--- config.mk ---
export PLATFORM = sky130hd
export DESIGN_NAME = idma_stream_sched_flat
export DESIGN_NICKNAME = d
export VERILOG_FILES = /design/src/rtl/idma_stream_sched_pkg.sv /design/src/rtl/idma_stream_sched_if.sv /design/src/rtl/idma_stream_sched_fifo.sv /design/src/rtl/idma_stream_sched.sv /design/src/flat_wrapper.sv
export SDC_FILE = /design/constraint.sdc
export NUM_CORES = 1
export LEC_CHECK = 0
export ABC_AREA = 1
export CORE_MARGIN = 2
export CORE_UTILIZATION = 45
export CTS_BUF_LIST = sky130_fd_sc_hd__clkbuf_8
export CTS_CLUSTER_SIZE = 30
export DETAILED_ROUTE_END_ITERATION = 10
export MAX_ROUTING_LAYER = met4
export PLACE_DENSITY = 0.66
export SETUP_SLACK_MARGIN = 0.4
export SKIP_CTS_REPAIR_TIMING = 1
export SYNTH_ARGS = -nofsm -noshare
export SYNTH_HDL_FRONTEND = slang
export SYNTH_HIERARCHICAL = 1
export SYNTH_SLANG_ARGS = --single-unit
--- constraint.sdc ---
create_clock -name clk -period 10.35 [get_ports clk]
set_input_delay 1.035 -clock clk [delete_from_list [all_inputs] [get_ports clk]]
set_output_delay 1.035 -clock clk [all_outputs]
set_load 0.02 [all_outputs]
--- src/rtl/idma_stream_sched_pkg.sv ---
// Shared types and constants for the per-stream iDMA transfer scheduler.
package idma_stream_sched_pkg;

  localparam int unsigned MaxStreams      = 16;
  localparam int unsigned DefaultDepth    = 2;
  localparam int unsigned DefaultMaxOutst = 4;

  typedef logic [3:0] stream_t;
  typedef logic [7:0] outst_cnt_t;

  function automatic int unsigned idx_width(input int unsigned n);
    return (n > 1) ? $clog2(n) : 1;
  endfunction

endpackage

--- src/rtl/idma_stream_sched_if.sv ---
// Front-end, backend and completion signals of the stream scheduler.
// Optional macro IDMA_STREAM_SCHED_STARVE_CNT_EN adds the starve_cnt vector.
interface idma_stream_sched_if #(
  parameter int unsigned NumStreams     = 4,
  parameter int unsigned IdCounterWidth = 32,
  parameter int unsigned DATA_W         = 64,
  parameter int unsigned StreamWidth    = idma_stream_sched_pkg::idx_width(NumStreams)
);
  logic [DATA_W-1:0]                    req;
  logic [StreamWidth-1:0]               req_stream;
  logic                                 req_valid;
  logic                                 req_ready;
  logic [DATA_W-1:0]                    be_req;
  logic [StreamWidth-1:0]               be_stream;
  logic                                 be_valid;
  logic                                 be_ready;
  logic                                 cpl_valid;
  logic [StreamWidth-1:0]               cpl_stream;
  logic [NumStreams*IdCounterWidth-1:0] next_id;
  logic [NumStreams*IdCounterWidth-1:0] done_id;
  logic [NumStreams-1:0]                busy;
`ifdef IDMA_STREAM_SCHED_STARVE_CNT_EN
  logic [NumStreams*16-1:0]             starve_cnt;
`endif

  modport slave (
    input  req, req_stream, req_valid, be_ready, cpl_valid, cpl_stream,
    output req_ready, be_req, be_stream, be_valid, next_id, done_id, busy
`ifdef IDMA_STREAM_SCHED_STARVE_CNT_EN
    , starve_cnt
`endif
  );

  modport master (
    output req, req_stream, req_valid, be_ready, cpl_valid, cpl_stream,
    input  req_ready, be_req, be_stream, be_valid, next_id, done_id, busy
`ifdef IDMA_STREAM_SCHED_STARVE_CNT_EN
    , starve_cnt
`endif
  );
endinterface

--- src/rtl/idma_stream_sched_fifo.sv ---
// Per-stream request buffer: registered storage, head visible the cycle after a push.
module idma_stream_sched_fifo #(
  parameter int unsigned DATA_W = 64,
  parameter int unsigned Depth  = 2
) (
  input  logic              clk,
  input  logic              rst,
  input  logic              push,
  input  logic [DATA_W-1:0] data,
  input  logic              pop,
  output logic [DATA_W-1:0] head,
  output logic              full,
  output logic              empty
);
  localparam int unsigned PtrW = (Depth > 1) ? $clog2(Depth) : 1;
  typedef logic [PtrW-1:0] ptr_t;
  typedef logic [PtrW:0]   cnt_t;
  localparam ptr_t PtrLast = ptr_t'(Depth - 1);
  localparam cnt_t CntFull = cnt_t'(Depth);

  logic [DATA_W-1:0] mem [Depth];
  ptr_t rd_q, wr_q;
  cnt_t cnt_q;
  logic do_push, do_pop;

  function automatic ptr_t incr(input ptr_t p);
    return (p == PtrLast) ? '0 : p + 1'b1;
  endfunction

  assign full    = (cnt_q == CntFull);
  assign empty   = (cnt_q == '0);
  assign do_push = push && !full;
  assign do_pop  = pop && !empty;
  assign head    = mem[rd_q];

  always_ff @(posedge clk) begin
    if (do_push) mem[wr_q] <= data;
  end

  always_ff @(posedge clk or posedge rst) begin
    if (rst) begin
      rd_q  <= '0;
      wr_q  <= '0;
      cnt_q <= '0;
    end else begin
      if (do_push) wr_q <= incr(wr_q);
      if (do_pop)  rd_q <= incr(rd_q);
      if (do_push && !do_pop)      cnt_q <= cnt_q + 1'b1;
      else if (do_pop && !do_push) cnt_q <= cnt_q - 1'b1;
    end
  end
endmodule

--- src/rtl/idma_stream_sched.sv ---
// Per-stream transfer scheduler: buffers tagged requests, round-robins them onto one backend
// port with an outstanding limit, and tracks IDs. Macro IDMA_STREAM_SCHED_STARVE_CNT_EN adds starve counters.
module idma_stream_sched
  import idma_stream_sched_pkg::*;
#(
  parameter int unsigned NumStreams     = 4,
  parameter int unsigned FifoDepth      = DefaultDepth,
  parameter int unsigned MaxOutstanding = DefaultMaxOutst,
  parameter int unsigned IdCounterWidth = 32,
  parameter int unsigned DATA_W         = 64
) (
  input logic                clk,
  input logic                rst,
  idma_stream_sched_if.slave bus
);
  localparam int unsigned StreamWidth = idx_width(NumStreams);
  typedef logic [StreamWidth-1:0]    sw_t;
  typedef logic [IdCounterWidth-1:0] id_t;

  logic [NumStreams-1:0] full, empty, push, pop, eligible, cpl_sel, rot;
  logic [DATA_W-1:0]     head [NumStreams];
  sw_t  ptr, rr_grant, sel, lock_stream;
  logic rr_any, locked, be_valid, handshake;
  logic req_in_range, cpl_in_range;

  assign req_in_range  = int'(bus.req_stream) < int'(NumStreams);
  assign cpl_in_range  = int'(bus.cpl_stream) < int'(NumStreams);
  assign bus.req_ready = req_in_range ? !full[bus.req_stream] : 1'b1;

  // Rotate eligibility so the first set bit is the next stream at or after the pointer.
  always_comb begin
    rr_any   = 1'b0;
    rr_grant = '0;
    rot      = NumStreams'({eligible, eligible} >> ptr);
    for (int i = 0; i < int'(NumStreams); i++) begin
      if (!rr_any && rot[i]) begin
        rr_any   = 1'b1;
        rr_grant = sw_t'((int'(ptr) + i) % int'(NumStreams));
      end
    end
  end

  assign sel           = locked ? lock_stream : rr_grant;
  assign be_valid      = locked || rr_any;
  assign handshake     = be_valid && bus.be_ready;
  assign bus.be_valid  = be_valid;
  assign bus.be_stream = sel;
  assign bus.be_req    = head[sel];

  always_ff @(posedge clk or posedge rst) begin
    if (rst) begin
      locked      <= 1'b0;
      lock_stream <= '0;
      ptr         <= '0;
    end else begin
      locked      <= be_valid && !bus.be_ready;
      lock_stream <= sel;
      if (handshake) ptr <= (int'(sel) == int'(NumStreams) - 1) ? '0 : sel + 1'b1;
    end
  end

  for (genvar s = 0; s < NumStreams; s++) begin : g_stream
    outst_cnt_t outst_q;
    id_t        next_q, done_q;
    logic       cpl_hit;

    assign push[s]     = bus.req_valid && bus.req_ready && req_in_range && (bus.req_stream == sw_t'(s));
    assign pop[s]      = handshake && (sel == sw_t'(s));
    assign cpl_sel[s]  = bus.cpl_valid && cpl_in_range && (bus.cpl_stream == sw_t'(s));
    assign cpl_hit     = cpl_sel[s] && (outst_q != '0);
    assign eligible[s] = !empty[s] && (outst_q < outst_cnt_t'(MaxOutstanding));

    idma_stream_sched_fifo #(.DATA_W(DATA_W), .Depth(FifoDepth)) u_fifo (
      .clk   (clk),
      .rst   (rst),
      .push  (push[s]),
      .data  (bus.req),
      .pop   (pop[s]),
      .head  (head[s]),
      .full  (full[s]),
      .empty (empty[s])
    );

    always_ff @(posedge clk or posedge rst) begin
      if (rst) begin
        outst_q <= '0;
        next_q  <= id_t'(1);
        done_q  <= '0;
      end else begin
        outst_q <= outst_q + outst_cnt_t'(pop[s]) - outst_cnt_t'(cpl_hit);
        if (push[s]) next_q <= next_q + 1'b1;
        if (cpl_hit) done_q <= done_q + 1'b1;
      end
    end

    assign bus.next_id[s*IdCounterWidth +: IdCounterWidth] = next_q;
    assign bus.done_id[s*IdCounterWidth +: IdCounterWidth] = done_q;
    assign bus.busy[s] = !empty[s] || (outst_q != '0);

    a_cpl_outstanding: assert property (@(posedge clk) disable iff (rst) cpl_sel[s] |-> (outst_q != '0));

`ifdef IDMA_STREAM_SCHED_STARVE_CNT_EN
    logic [15:0] starve_q;
    always_ff @(posedge clk or posedge rst) begin
      if (rst) starve_q <= '0;
      else if (eligible[s] && !pop[s] && (starve_q != '1)) starve_q <= starve_q + 1'b1;
    end
    assign bus.starve_cnt[s*16 +: 16] = starve_q;
`endif
  end
endmodule
--- src/flat_wrapper.sv ---
// flat-port wrapper written by rule: the top's interface ports become plain ports
module idma_stream_sched_flat import idma_stream_sched_pkg::*;
#(
  parameter int unsigned NumStreams     = 4,
  parameter int unsigned FifoDepth      = DefaultDepth,
  parameter int unsigned MaxOutstanding = DefaultMaxOutst,
  parameter int unsigned IdCounterWidth = 32,
  parameter int unsigned DATA_W         = 64
)
  (clk, rst, bus_req, bus_req_stream, bus_req_valid, bus_be_ready, bus_cpl_valid, bus_cpl_stream, bus_req_ready, bus_be_req, bus_be_stream, bus_be_valid, bus_next_id, bus_done_id, bus_busy);
  idma_stream_sched_if #(.NumStreams(NumStreams), .IdCounterWidth(IdCounterWidth), .DATA_W(DATA_W)) bus_i ();
  input logic clk;
  input logic rst;
  input wire logic [$bits(bus_i.req)-1:0] bus_req;
  input wire logic [$bits(bus_i.req_stream)-1:0] bus_req_stream;
  input wire logic [$bits(bus_i.req_valid)-1:0] bus_req_valid;
  input wire logic [$bits(bus_i.be_ready)-1:0] bus_be_ready;
  input wire logic [$bits(bus_i.cpl_valid)-1:0] bus_cpl_valid;
  input wire logic [$bits(bus_i.cpl_stream)-1:0] bus_cpl_stream;
  output wire logic [$bits(bus_i.req_ready)-1:0] bus_req_ready;
  output wire logic [$bits(bus_i.be_req)-1:0] bus_be_req;
  output wire logic [$bits(bus_i.be_stream)-1:0] bus_be_stream;
  output wire logic [$bits(bus_i.be_valid)-1:0] bus_be_valid;
  output wire logic [$bits(bus_i.next_id)-1:0] bus_next_id;
  output wire logic [$bits(bus_i.done_id)-1:0] bus_done_id;
  output wire logic [$bits(bus_i.busy)-1:0] bus_busy;
  assign bus_i.req = bus_req;
  assign bus_i.req_stream = bus_req_stream;
  assign bus_i.req_valid = bus_req_valid;
  assign bus_i.be_ready = bus_be_ready;
  assign bus_i.cpl_valid = bus_cpl_valid;
  assign bus_i.cpl_stream = bus_cpl_stream;
  assign bus_req_ready = bus_i.req_ready;
  assign bus_be_req = bus_i.be_req;
  assign bus_be_stream = bus_i.be_stream;
  assign bus_be_valid = bus_i.be_valid;
  assign bus_next_id = bus_i.next_id;
  assign bus_done_id = bus_i.done_id;
  assign bus_busy = bus_i.busy;
  idma_stream_sched #(.NumStreams(NumStreams), .FifoDepth(FifoDepth), .MaxOutstanding(MaxOutstanding), .IdCounterWidth(IdCounterWidth), .DATA_W(DATA_W)) u_core (.clk(clk), .rst(rst), .bus(bus_i));
endmodule
==> flow_summary.yaml, run 1 <==
placement:
  dpl_cell_area_um2: 43700
  dp_slack_ns: 4.42
  gp_congestion: 0.899
  place_hpwl_um: 61800
  portBuffers: 400
synthesis:
  async_reset_ff_frac: 0.376
  synthesis.area_um2: 38900
  yosysWarningCount: 6
  synth_edf_count: 512
  yosysUniqueCellTypes: 45
  synth-seq-cells: 821
  synth_flop_cell: "edfxtp_1"
  yosysSeqAreaShare: 0.595
  synth_area_per_cell_um2: 9.64
  syn_nets: 4178
  syn_inst: 4031
final_layout:
  postLayoutCellArea_um2: 46400
  final_common_cell: "nand2_1"
  layout_common_cells: "nand2_1, inv_1, edfxtp_1"
  drive_gt1_frac: 0.0681
  fin_util: 0.544
  area_delta_synth_final_pct: 19.5
  num-nets-final: 4622
critical_path:
  slowest_stage: "nand2_4"
  worst_path_most_repeated_cell: "nand2_1"
  reg2regPathDepth: 21
  crit_path_max_incr_delay_ns: 0.91
  cp_data_arrival_time_ns: 5.76
  worstSetupPathType: "flop to output pin"
  crit_fanout: 74
  required_ns: 9.32
  endpoint_kind: "output pin"
  cp-start-kind: "flop"
  path_cells: "nor2_1 > nor2_1 > nand3_1 > nand2_1 > nand2_1 > nand2_1 > nand2_2 > nand4_1 > nand3_1 > nand3_4 > nand2_4 > buf_4 > nand2_1 > nand3_1 > nand2_1 > clkdlybuf4s50_1"
routing:
  wl_per_cell_um: 17.8
  drcViolationCount: 0
  route.vias.total: 28600
  wl_um: 102000
  route.met2.wl_um: 48600
  drt-pass1-iter-count: 5
  drt_iter0_drc: 1832
  via_per_inst: 4.98
  routed.top_layer: "met4"
  met3_length_um: 6860
  postRouteAntennaNets: 0
  wl_met1_um: 43200
timing:
  layout_min_cycle_time_ns: 6.80
  skew_ns: 0.0307
  relSlewSlack: 0.216
  finalSetupTns_ns: 0
  worst_pin_slew_ns: 1.17
  slew_viol_final: 0
  setup_ws_ns: 3.55
  rsz0062_at_grt: "no"
  setup_viol: 0
  hold_violations: 0
  fmax_ghz: 0.147
  fin_crit_sh: 0.657
global_route:
  grt_pass1_vias: 27800
  overflow: 0
  antenna_found_initial: 14
  grt_usage: 0.236
  grt_pass1_wl_um: 158000
  grt_max_degree: 156
clocking:
  cts_max_level: 4
  numClockSinks: 821
  cts.reportedPaths.clkPinSlew_ns: 0.06
  cts_root_buf: "clkbuf_8"
  clock_path_buffers: 3
  cts_buffers: 144
  cts_tree: "done"
  worstSkewPairLatency_ns: 0.79
floorplanning:
  die_w_um: 298
  die-area_um2: 88700
  die_h_um: 298
  core_area_um2: 85400
  ios: 401
  start_util: 0.455
  rows: 107
worst_hold_path:
  hp-class: "flop to flop"
  whs_path_depth: 1
run_status:
  status: "finished clean"
power:
  p_per_area_nw_per_um2: 281
  leakagePower_nw: 20.8
  power_mw: 13.1
  vdd_drop_max_v: 0.000317
run:
  cap_violations: 0
-- cells by family (layout without fill, tap and decap cells) --
kind of cell             after synthesis  count (layout)  synth area share
adder cells (fa/ha/maj)               74              74            0.0246
AO/OA/AOI/OAI                         64              64           0.00863
buffers and inverters                631            1183            0.0710
flip-flops                           821             821             0.595
AND/OR/NAND/NOR                     2172            2172             0.241
XOR/XNOR                             269             269            0.0606
other                                  0              12                 0
-- layout make-up --
type / instances / area [um2]
multi-input combinational: 2579 / 13100
fill: 7662 / 39000
antenna: 12 / 30.0
timing repair buffer: 423 / 4190
sequential: 821 / 23100
clock inverter: 103 / 619
tap: 1144 / 1430
inverter: 506 / 1910
clock buffer: 151 / 2080
-- where the power goes --
part           leakage (nW)  internal, mW  total, mW  switching (mW)
combinational          10.6          2.09       6.10            4.01
clock                  1.53          1.50       2.84            1.34
sequential             8.68          3.87       4.12           0.244
-- worst max-delay path: cells and delay by family (launching register included) --
family                 cells  cell delay [ns]
buffers and inverters      2             1.39
flip-flops                 1             0.45
AND/OR/NAND/NOR           14             3.05
-- final timing paths --
path	startpoint	to	slack [ns]
max reg2reg	u_core/g_stream[2].u_fifo/cnt_q[0]	u_core/g_stream[3].outst_q[6]	4.99
max	u_core/g_stream[3].u_fifo/cnt_q[0]	bus_be_req[18]	3.55
min reg2reg	u_core/g_stream[2].done_q[31]	u_core/g_stream[2].done_q[31]	0.47
max in group asynchronous	rst	u_core/g_stream[3].outst_q[0]	7.83
min in group asynchronous	rst	u_core/g_stream[3].u_fifo/cnt_q[1]	0.75
min	u_core/g_stream[2].done_q[31]	u_core/g_stream[2].done_q[31]	0.47
-- layer usage --
layer / up-vias / global-route usage
met3: 204 / 0.0436
met4: 0 / 0.0944
met2: 952 / 0.378
met1: 13500 / 0.296
met5: - / -
li1: 13900 / -
-- metrics by stage --
step,hold slack (ns),std cells
6_report,0.468,5739
5_1_grt,0.491,5739
4_1_cts,0.472,5727
3_5_place_dp,0.462,5473
3_3_place_gp,0.455,5473
2_1_floorplan,0.449,4031
-- flip-flops by register name, summed over array words and instances (netlist names) --
| signal | flops |
|---|---|
| u_core/ptr | 2 |
| u_core/g_stream.done_q | 128 |
| u_core/lock_stream | 2 |
| u_core/g_stream.u_fifo/cnt_q | 8 |
| u_core/locked | 1 |
| u_core/g_stream.u_fifo/wr_q | 4 |
| u_core/g_stream.u_fifo/rd_q | 4 |
| u_core/g_stream.outst_q | 32 |
| u_core/g_stream.u_fifo/mem | 512 |
| u_core/g_stream.next_q | 128 |
-- cell usage after synthesis, types with 11 or more instances --
master    instances  share of area
nor2_2           30         0.0048
nand3_1         358          0.046
nand2_1        1378           0.13
xor2_1          159          0.036
nor4_1           24         0.0039
ha_1             70          0.023
a21oi_1          28         0.0036
edfxtp_1        512           0.40
nor2_1          187          0.018
clkbuf_1         17         0.0016
dfrtp_1         305           0.20
nand4_1          75          0.012
buf_4            32         0.0062
xnor2_1         110          0.025
nor3_2           11         0.0028
buf_6            28         0.0081
buf_2            46         0.0059
inv_1           497          0.048
nor3_1           60         0.0077
o21ai_0          30         0.0039
nand2_2          12         0.0019
No activity file was read; power rests on OpenSTA's default activity.
==> run 2: changes to the inputs <==
--- a/config.mk
+++ b/config.mk
@@ -12,7 +12,7 @@
 export CTS_CLUSTER_SIZE = 30
 export DETAILED_ROUTE_END_ITERATION = 10
 export MAX_ROUTING_LAYER = met4
-export PLACE_DENSITY = 0.66
+export PLACE_DENSITY = 0.68
 export SETUP_SLACK_MARGIN = 0.4
 export SKIP_CTS_REPAIR_TIMING = 1
 export SYNTH_ARGS = -nofsm -noshare
==> constraint.sdc (replaced) <==
create_clock -name clk -period 6.25 [get_ports clk]
set_input_delay 0.625 -clock clk [delete_from_list [all_inputs] [get_ports clk]]
set_output_delay 0.625 -clock clk [all_outputs]
set_load 0.02 [all_outputs]
==> run 2 against run 1 <==
Clock skew up 0.0089 ns. Clock power is 65% higher. First-iteration DRC count rose by 9.4%. Total power increased by 66%. Die area unchanged. Core utilization rose by 0.17 points. Sequential share of layout area shrank 0.17 points. Global-route usage fell by 0.73 points. Sequential power is 65% higher. Combinational power up 66%. Critical path depth did not move. Critical path type unchanged. Largest cell class unchanged. Largest power group unchanged.
==> flow_summary.yaml, run 2 (same netlist as run 1, synthesis figures left out) <==
placement:
  gp_congestion: 0.899
  dp_slack_ns: 1.56
  place_inst: 5481
  portBuffers: 400
  place_hpwl_um: 60900
power:
  p_clk_frac: 0.217
  pwr-share-comb: 0.469
  vdd_drop_max_v: 0.000586
  power_mw: 21.6
  switching_power_mw: 9.30
  p_int_mw: 12.3
  leakagePower_nw: 20.9
  swShare: 0.430
  p_per_area_nw_per_um2: 464
  pwr-share-seq: 0.314
critical_path:
  cp_data_arrival_time_ns: 4.75
  endpoint_kind: "output pin"
  crit_path_max_incr_delay_ns: 0.60
  path_cells: "nor2_1 > nor2_1 > nand3_1 > nand2_1 > nand2_1 > nand2_1 > nand2_2 > nand4_1 > nand3_1 > nand3_4 > nand2_4 > buf_12 > nand2_1 > nand3_1 > nand2_1 > clkdlybuf4s50_1"
  required_ns: 5.62
  cp-start-kind: "flop"
  r2r_slack_ns: 1.70
  path_depth: 16
  slowest_stage: "clkdlybuf4s50_1"
  worstReg2RegEnd: "u_core/g_stream[1].outst_q[6]"
  reg2regPathDepth: 22
  crit_fanout: 128
  worst_path_most_repeated_cell: "nand2_1"
  cp_top_family: "simple AND/OR/NAND/NOR gates"
  critPathBufInv: 2
  worstSetupPathType: "flop to output pin"
  reg2reg_from: "u_core/g_stream[3].u_fifo/cnt_q[0]"
timing:
  layout_min_cycle_time_ns: 5.37
  relSlewSlack: 0.225
  setup_viol: 0
  fin_crit_sh: 0.859
  setup_ws_ns: 0.879
  slew_viol_final: 0
  hold_violations: 0
  finalSetupTns_ns: 0
  skew_ns: 0.0396
  fmax_ghz: 0.186
  worst_pin_slew_ns: 1.16
  rsz0062_at_grt: "no"
run:
  cap_violations: 0
clocking:
  cts_buffers: 145
  cts.reportedPaths.clkPinSlew_ns: 0.06
  cts_tree: "done"
  cts_max_level: 4
  cts_root_buf: "clkbuf_8"
  clock_path_buffers: 3
  numClockSinks: 821
  worstSkewPairLatency_ns: 0.82
routing:
  route.vias.total: 28600
  drt_iter0_drc: 2004
  wl_per_cell_um: 17.3
  wl_um: 99600
  drt-pass1-iter-count: 7
  drcViolationCount: 0
  via_per_inst: 4.97
  postRouteAntennaNets: 0
floorplanning:
  core_area_um2: 85400
  rows: 107
  die_h_um: 298
  die_w_um: 298
  ios: 401
  die-area_um2: 88700
  start_util: 0.455
final_layout:
  num-nets-final: 4633
  finalNonFillerCells: 5752
  final_common_cell: "nand2_1"
  reg_top3: "u_core/g_stream.u_fifo/mem x512, u_core/g_stream.done_q x128, u_core/g_stream.next_q x128"
  num-fill-cells: 7590
  largest_register: "u_core/g_stream.u_fifo/mem"
  largest_reg_flops: 512
  layout_common_cells: "nand2_1, inv_1, edfxtp_1"
  area_delta_synth_final_pct: 19.9
  drive_gt1_frac: 0.0694
worst_hold_path:
  hp-class: "input port to asynchronous set/reset pin"
global_route:
  grt_usage: 0.229
  overflow: 0
  grt_max_degree: 166
  grt_pass1_wl_um: 155000
  grt_pass1_vias: 27500
  antenna_found_initial: 11
run_status:
  status: "finished clean"
## run 2: cell types whose count changed in the layout (fill, tap and decap cells not counted), sizes merged, moves of 2 or more
cell / delta
clkinvlp: -2
clkbuf: +5
inv: +19
bufinv: -4
nand3: +2
clkinv: -14
buf: +8
## run 2: through the flow
| step | instance area [um2] | hold slack [ns] | util |
|---|---|---|---|
| floorplan | 38900 | 0.391 | - |
| global placement | 43800 | 0.459 | 0.513 |
| detailed placement | 43800 | 0.463 | 0.513 |
| CTS | 46500 | 0.196 | 0.545 |
| global route | 46600 | 0.268 | 0.545 |
| finish | 46600 | 0.278 | 0.545 |
## run 2: power by group through the flow
stage,clock network [mW],registers (mW),logic (mW)
final,4.70,6.78,10.1
after global routing,5.08,6.85,11.1
after CTS,4.84,6.78,10.1
after detailed placement,0,6.88,10.1
after global placement,0,6.86,9.97
after floorplan,0,6.98,6.26
## run 2: cell type report
type	count	area (um2)	share of cell area
diodes	11	27.5	0.000591
clock buffers	156	2150	0.0461
clock inverters	102	574	0.0123
inverters	506	1910	0.0410
multi-input cells	2581	13100	0.281
flip-flops and latches	821	23100	0.496
well taps	1144	1430	0.0307
repair buffers	431	4300	0.0924
## run 2: worst max path at each step
stage / startpoint / endpoint / slack, ns
6_report: u_core/g_stream[3].u_fifo/cnt_q[0] / bus_be_req[63] / 0.88
5_1_grt: u_core/g_stream[2].outst_q[6] / bus_be_req[63] / 0.52
4_1_cts: u_core/g_stream[3].u_fifo/cnt_q[0] / bus_be_req[51] / 0.61
3_5_place_dp: u_core/g_stream[3].u_fifo/cnt_q[0] / bus_be_req[51] / 1.56
3_3_place_gp: u_core/g_stream[3].u_fifo/cnt_q[0] / bus_be_req[63] / 1.67
2_1_floorplan: bus_req_stream[1] / u_core/g_stream[0].u_fifo/mem[1][0] / 0.96
## run 2: worst register-to-register path, stage by stage (launching register included)
cell and delay, ns:
dfrtp_1 0.45, nor2_1 0.27, nor2_1 0.12, nand3_1 0.14, nand2_1 0.08, nand3_1 0.07
nand2_1 0.10, o21ai_0 0.16, nand3_1 0.37, nand3_4 0.40, nand2_4 0.12, inv_1 0.18
ha_1 0.17, inv_1 0.04, nor2_1 0.32, ha_1 0.25, inv_1 0.06, fa_1 0.39
o21ai_0 0.33, a21oi_1 0.12, nor2_1 0.10, nor2_1 0.06, xor2_1 0.14
## run 2: per-layer routing
layer	track usage	part of all wire
met5	-	0
met4	0.0816	0.027
met3	0.0438	0.062
met2	0.366	0.48
met1	0.291	0.44
